==> config.mk <==
export PLATFORM = sky130hd
export DESIGN_NAME = regs_pipe_flat
export DESIGN_NICKNAME = d
export VERILOG_FILES = /design/src/rtl/regs_pipe_if.sv /design/src/rtl/regs_pipe.sv /design/src/flat_wrapper.sv
export SDC_FILE = /design/constraint.sdc
export NUM_CORES = 1
export LEC_CHECK = 0
export BUFFER_PORTS_ARGS = -buffer_cell sky130_fd_sc_hd__buf_4
export CAP_MARGIN = 15
export CORE_MARGIN = 2
export CORE_UTILIZATION = 57
export DETAILED_ROUTE_END_ITERATION = 10
export PLACE_DENSITY_LB_ADDON = 0.3
export RECOVER_POWER = 25
export SYNTH_ARGS = -nofsm -noshare
export SYNTH_HDL_FRONTEND = slang
export SYNTH_SLANG_ARGS = --single-unit
==> constraint.sdc <==
create_clock -name clk -period 1.9 [get_ports clk]
set_input_delay 0.095 -clock clk [delete_from_list [all_inputs] [get_ports clk]]
set_output_delay 0.095 -clock clk [all_outputs]
set_load 0.02 [all_outputs]
==> src/rtl/regs_pipe_if.sv <==
// Bundle of the regs_pipe control, data-in and tap-out signals.
// The master drives the inputs and the slave (the pipeline) drives the tap outputs.
interface regs_pipe_if #(
  parameter int LENGTH = 18,
  parameter int DEPTH  = 4
);
  localparam int SEL_W = $clog2(DEPTH + 1);

  logic              clk_en;
  logic              flush;
  logic              in_valid;
  logic [LENGTH-1:0] in_signal;
  logic [SEL_W-1:0]  delay_sel;
  logic [LENGTH-1:0] out_signal;
  logic              out_valid;
  logic [SEL_W-1:0]  fill_cnt;

  modport master (
    output clk_en, flush, in_valid, in_signal, delay_sel,
    input  out_signal, out_valid, fill_cnt
  );

  modport slave (
    input  clk_en, flush, in_valid, in_signal, delay_sel,
    output out_signal, out_valid, fill_cnt
  );
endinterface

==> src/rtl/regs_pipe.sv <==
// Multi-stage pipeline register with valid tracking, runtime tap select, stall and flush.
// Define REGS_PIPE_OUT_REG_EN to add a register after the tap mux (one extra cycle of latency).
module regs_pipe #(
  parameter int LENGTH = 18,
  parameter int DEPTH  = 4
) (
  input logic        clk,
  input logic        rst,
  regs_pipe_if.slave bus
);
  localparam int SEL_W = $clog2(DEPTH + 1);

  logic [LENGTH-1:0] stage [1:DEPTH];
  logic [DEPTH:1]    v;

  // NOTE: sequential state uses non-blocking assignments so each stage reads its
  // neighbour's value from before the edge, regardless of statement order.
  always_ff @(posedge clk) begin
    if (rst) begin
      // NOTE: the data stages are reset on purpose, so a non-bypass tap reads 0 after rst.
      for (int i = 1; i <= DEPTH; i++) stage[i] <= '0;
      v <= '0;
    end else begin
      if (bus.clk_en) begin
        stage[1] <= bus.in_signal;
        for (int i = DEPTH; i >= 2; i--) stage[i] <= stage[i-1];
      end
      // A flush kills the incoming word too, even while stalled.
      if (bus.flush) begin
        v <= '0;
      end else if (bus.clk_en) begin
        v[1] <= bus.in_valid;
        for (int i = DEPTH; i >= 2; i--) v[i] <= v[i-1];
      end
    end
  end

  logic [SEL_W-1:0]  sel_eff;
  logic [LENGTH-1:0] tap_data;
  logic              tap_valid;

  // NOTE: every output of this block gets a default first, so no latch is inferred.
  always_comb begin
    sel_eff   = bus.delay_sel;
    tap_data  = bus.in_signal;
    tap_valid = bus.in_valid & ~bus.flush;
    if (bus.delay_sel > SEL_W'(DEPTH)) sel_eff = SEL_W'(DEPTH);
    if (sel_eff != '0) begin
      tap_data  = stage[sel_eff];
      tap_valid = v[sel_eff];
    end
  end

  logic [SEL_W-1:0] cnt;

  always_comb begin
    cnt = '0;
    for (int i = 1; i <= DEPTH; i++) cnt = cnt + SEL_W'(v[i]);
  end

  assign bus.fill_cnt = cnt;

`ifdef REGS_PIPE_OUT_REG_EN
  logic [LENGTH-1:0] out_data_q;
  logic              out_valid_q;

  always_ff @(posedge clk) begin
    if (rst) begin
      out_data_q  <= '0;
      out_valid_q <= 1'b0;
    end else begin
      if (bus.clk_en) out_data_q <= tap_data;
      if (bus.flush)       out_valid_q <= 1'b0;
      else if (bus.clk_en) out_valid_q <= tap_valid;
    end
  end

  assign bus.out_signal = out_data_q;
  assign bus.out_valid  = out_valid_q;
`else
  assign bus.out_signal = tap_data;
  assign bus.out_valid  = tap_valid;
`endif
endmodule

==> src/flat_wrapper.sv <==
// flat-port wrapper written by rule: the top's interface ports become plain ports
module regs_pipe_flat 
#(
  parameter int LENGTH = 18,
  parameter int DEPTH  = 4
)
  (clk, rst, bus_clk_en, bus_flush, bus_in_valid, bus_in_signal, bus_delay_sel, bus_out_signal, bus_out_valid, bus_fill_cnt);
  regs_pipe_if #(.LENGTH(LENGTH), .DEPTH(DEPTH)) bus_i ();
  input logic clk;
  input logic rst;
  input wire logic [$bits(bus_i.clk_en)-1:0] bus_clk_en;
  input wire logic [$bits(bus_i.flush)-1:0] bus_flush;
  input wire logic [$bits(bus_i.in_valid)-1:0] bus_in_valid;
  input wire logic [$bits(bus_i.in_signal)-1:0] bus_in_signal;
  input wire logic [$bits(bus_i.delay_sel)-1:0] bus_delay_sel;
  output wire logic [$bits(bus_i.out_signal)-1:0] bus_out_signal;
  output wire logic [$bits(bus_i.out_valid)-1:0] bus_out_valid;
  output wire logic [$bits(bus_i.fill_cnt)-1:0] bus_fill_cnt;
  assign bus_i.clk_en = bus_clk_en;
  assign bus_i.flush = bus_flush;
  assign bus_i.in_valid = bus_in_valid;
  assign bus_i.in_signal = bus_in_signal;
  assign bus_i.delay_sel = bus_delay_sel;
  assign bus_out_signal = bus_i.out_signal;
  assign bus_out_valid = bus_i.out_valid;
  assign bus_fill_cnt = bus_i.fill_cnt;
  regs_pipe #(.LENGTH(LENGTH), .DEPTH(DEPTH)) u_core (.clk(clk), .rst(rst), .bus(bus_i));
endmodule
# ---- Yosys cells after proc, flatten, opt, wreduce, memory -nomap -nowiden
# Memory sizes are Yosys's and may differ from the RTL's.
# Cells that the tools add are included.
dict set report word_totals {
  output_inout_bits 22
  n_memories 1
  mem_bits_rw 72
  register_bits 4
  elab_cells 29
  inputBits 26
}
dict set report op_classes {
  bitwise_logic 6
  muxes 14
  n_addsub 3
  magnitude_cmp 2
  reduce_logical 2
}
# name depth width read_ports rd_clocked_by_memory_dff wr line
set mem_list {}
lappend mem_list {u_core.stage 4 18 4 0 4 regs_pipe.sv:13} ;# logic [LENGTH-1:0] stage [1:DEPTH];
# cell n
set ops {}
lappend ops {{two-way mux 18 bit} 5}
lappend ops {{two-way mux 1 bit} 7}
lappend ops {{adder 3 x 1 -> 3 bit} 2}
lappend ops {{< comparator 3 x 4 -> 1 bit, second input constant} 1}
lappend ops {{bitwise OR 1 bit} 4}
lappend ops {{binary-select mux 1 bit (select 3 bit)} 1}
lappend ops {{> comparator 3 bit, second input constant} 1}
lappend ops {{two-way mux 3 bit} 1}
lappend ops {{nonzero test 3 bit} 1}
lappend ops {{adder 1 x 1 -> 2 bit} 1}
lappend ops {{OR reduction 2 bit} 1}
lappend ops {{AND 1 bit} 1}
lappend ops {{NOT 1 bit} 1}

# ---- Longest topological paths before layout
dict set report depth {
  depth_word 5
  depth_mapped 5
  mapped_depth_nobuf 3
}

# ---- Least setup slack after synthesis
# OpenSTA, ideal clock, no wires.
dict set report synth_path {
  path_type {input to register}
  start {input port bus_clk_en}
  end {memory u_core.stage[1][0] (enable)}
  t_required_ns 1.501
  t_arrival_ns 1.201
  path_buffers 1
  stages 2
  setup_slack_ns 0.300
  setup_ns 0.399
  cell_sequence {buf_2 -> or2_2}
}
# item line
set synth_rtl {}
lappend synth_rtl {{start, declared} flat_wrapper.sv:11} ;# input wire logic [$bits(bus_i.clk_en)-1:0] bus_clk_en;
lappend synth_rtl {{end, declared} regs_pipe.sv:13}

# ---- Final worst setup path
dict set report layout_path {
  start {register u_core.v[1] (netlist name)}
  end {output port bus_fill_cnt[1]}
}
dict set report layout_via {
  elab_chain_cells 3
}
# item line
set layout_rtl {}
lappend layout_rtl {{start, declared} regs_pipe.sv:14} ;# logic [DEPTH:1] v;
lappend layout_rtl {{adder 1 x 1 -> 2 bit} regs_pipe.sv:58} ;# for (int i = 1; i <= DEPTH; i++) cnt = cnt + SEL_W'(v[i]);
lappend layout_rtl {{adder 3 x 1 -> 3 bit (2 in a row)} regs_pipe.sv:58}
lappend layout_rtl {{end, declared} flat_wrapper.sv:18} ;# output wire logic [$bits(bus_i.fill_cnt)-1:0] bus_fill_cnt;
# No other way between the ends.

==> results.yml <==
timing:
  hold_viol_final: 0
  drv_slew: 0
  min_period_over_period_pct: 94.85
  worst_hold_slack_ns: 0.04628
  setup-violations-final: 0
  worst_slew_margin_rel_pct: 33.80
  clock_skew_ns: 0.006837
  max_freq_mhz: 554.9
  worst_pin_slew_ns: 0.9886
  minimum_clock_period_ns: 1.802
  grt_setup_unrepaired: "false"
  setup-tns-final_ns: 0
floorplanning:
  std_cell_rows: 29
  die-height_um: 84.05
  die-area_um2: 7064
  die_width_um: 84.05
  starting_density_pct: 58.18
  core_box_area_um2: 6277
  io_pins: 48
power_and_ir_drop:
  power_density_of_the_placed_cells_nw_per_um2: 838.7
  netSwitchingPower_uw: 829.5
  clock_power_share_pct: 31.7
  share_seq_of_total_power_pct: 56.0
  power_frac_comb_pct: 12.3
  irDropWorstVdd_mv: 0.5594
  sw_ratio_pct: 23.30
  leakagePower_nw: 1.711
  cell_internal_pwr_mw: 2.730
synthesis:
  synth-seq-area-share_pct: 61.39
  synth-edff-count: 72
  syn-num-nets: 307
  synth_area_per_cell_um2: 13.14
  synthDistinctLibCells: 26
  synthTopCellsByArea: "edfxtp_1, and2_1, mux2i_1"
  synth_top_area_share_pct: 59.20
  yosysTopAreaCell: "edfxtp_1"
  synth_commonest_cells: "and2_1, edfxtp_1, mux2i_1"
  yosys_warnings: 0
  synth-seq-cells: 76
  synthCells: 278
  syn_area_um2: 3652
  ys_async_sr_fraction_pct: 0
  dominantRegCellSynth: "edfxtp_1"
cts:
  ctsLongestPathBuffers: 2
  worstSkewPairLatency_ns: 0.33
  numCtsBuffers: 9
  clock-root-buffer: "clkbuf_8"
  cts.sinks: 76
  cts_tree: "done"
  clk_transition_reported_paths_ns: 0.07
  cts.htree.levels: 3
final_layout:
  design.final.nets: 355
  n_fill_cell: 482
  share_of_post_route_cells_with_drive_strength_above_1_pct: 23.33
  antenna_cell_count: 0
  area.growth.synth_to_final_pct: 16.20
grt:
  track_usage_pct: 20.97
  grt_pass1_wl_mm: 11.43
  largest_net_degree_at_the_start_of_global_routing: 41
  grt_overflow_total: 0
  grt_pass1_vias: 2271
  antenna_found_initial: 0
place:
  globalplace.congestion: 0.7829
  portBuffers: 47
  dp_hpwl_mm: 4.357
routing:
  routed_via_density: 5.585
  wirelength_mm: 7.088
  via_count: 2273
  drtIter0Drc: 202
  drt_drc: 0
  postRouteAntennaNets: 0
  detailedRoute.firstPassIterationCount: 4
  wire_per_inst_um: 17.42
critical_path:
  required_time_of_the_worst_setup_path_ns: 1.80
  setup_crit_start_kind: "register"
  path_class: "reg -> out"
  worstSetupEndpointType: "primary output"
  path_max_fanout: 4
  cp.arrival_ns: 1.71
job:
  max_cap_violations: 0
status:
  status: "finished, final reports clean"
hold_path:
  min-delay-path-class: "in -> reg"
[worst max-delay path: stages (launching register included)]
cell     delay [ns]
dfxtp_2        0.38
ha_4           0.22
fa_2           0.33
ha_1           0.28
buf_4          0.16
[per-stage QoR]
stage	setup slack, ns	utilization [%]	cell area, um^2	cells	power (mW)
6_report	0.09778	67.61	4244	407	3.559
5_1_grt	0.04446	67.61	4244	407	3.701
3_3_place_gp	0.2782	64.24	4033	389	2.455
4_1_cts	0.007563	67.53	4239	407	3.581
2_1_floorplan	0.3004	-	3652	278	2.289
3_5_place_dp	0.3076	64.24	4033	389	2.465
[registers in the layout, indices dropped and copies added (netlist names)]
register / count
u_core.stage: 72
u_core.v: 4
[power by group through the flow]
stage	clock network, mW	registers [mW]	logic (mW)
2_1_floorplan	0	2.01	0.278
3_3_place_gp	0	2.02	0.431
3_5_place_dp	0	2.03	0.436
4_1_cts	1.14	1.99	0.444
5_1_grt	1.22	2.01	0.475
6_report	1.13	1.99	0.438
[layout make-up]
| cell class | count | area, um^2 | share of cell area, % |
|---|---|---|---|
| Sequential cell | 76 | 2245 | 52.89 |
| Clock buffer | 11 | 131.4 | 3.096 |
| Tap cell | 77 | 96.34 | 2.270 |
| Timing Repair Buffer | 58 | 434.2 | 10.23 |
| Clock inverter | 4 | 41.29 | 0.9729 |
| Multi-Input combinational cell | 181 | 1296 | 30.54 |
[placed cells by master, fill, tap and decap left out, drive strengths merged, types with 4 or more instances in the layout]
| cell | synthesis | final |
|---|---|---|
| edfxtp | 72 | 72 |
| and2 | 72 | 72 |
| buf | 13 | 52 |
| mux2i | 21 | 21 |
| nand2b | 19 | 19 |
| o31ai | 17 | 17 |
| nor2 | 17 | 17 |
| a211oi | 17 | 17 |
| clkbuf | 8 | 14 |
| nor3 | 4 | 4 |
| dfxtp | 4 | 4 |
[cells by family (layout without fill, tap and decap cells)]
family / after synthesis / count (layout) / synth area share [%]
adders and majority gates: 3 / 3 / 1.233
AOI/OAI and AO/OA: 36 / 36 / 7.502
buffers and inverters: 21 / 73 / 3.803
DFF: 76 / 76 / 61.39
muxes: 24 / 24 / 6.989
and+or+nand+nor: 118 / 118 / 19.08
[what timing repair did]
item | CTS | global route
gates resized for setup | 2 | 2
setup endpoints to repair | 1 | 1
endpoints found under the hold margin | 4 | 0
buffers inserted | 0 | 0
hold buffers | 3 | 0
[path summary, 6_finish.rpt]
check | from | endpoint | slack (ns) | depth (start not counted)
setup / recovery | u_core.v[1] | bus_fill_cnt[1] | 0.1 | 4
hold / removal | bus_in_signal[2] | u_core.stage[1][2] | 0.05 | 2
setup reg to reg | u_core.v[1] | u_core.v[1] | 0.68 | 3
hold reg to reg | u_core.stage[1][7] | u_core.stage[2][7] | 0.55 | 1
[layer usage]
metal / part of all wire (%) / vias up / global-route usage (%)
met2: 47 / 51 / 31.75
li1: - / 1097 / -
met5: 0 / - / 0
met1: 46 / 1117 / 29.93
met3: 5.0 / 8 / 5.242
met4: 1.3 / 0 / 6.891
Note: power is estimated with default switching activity, not from simulation.
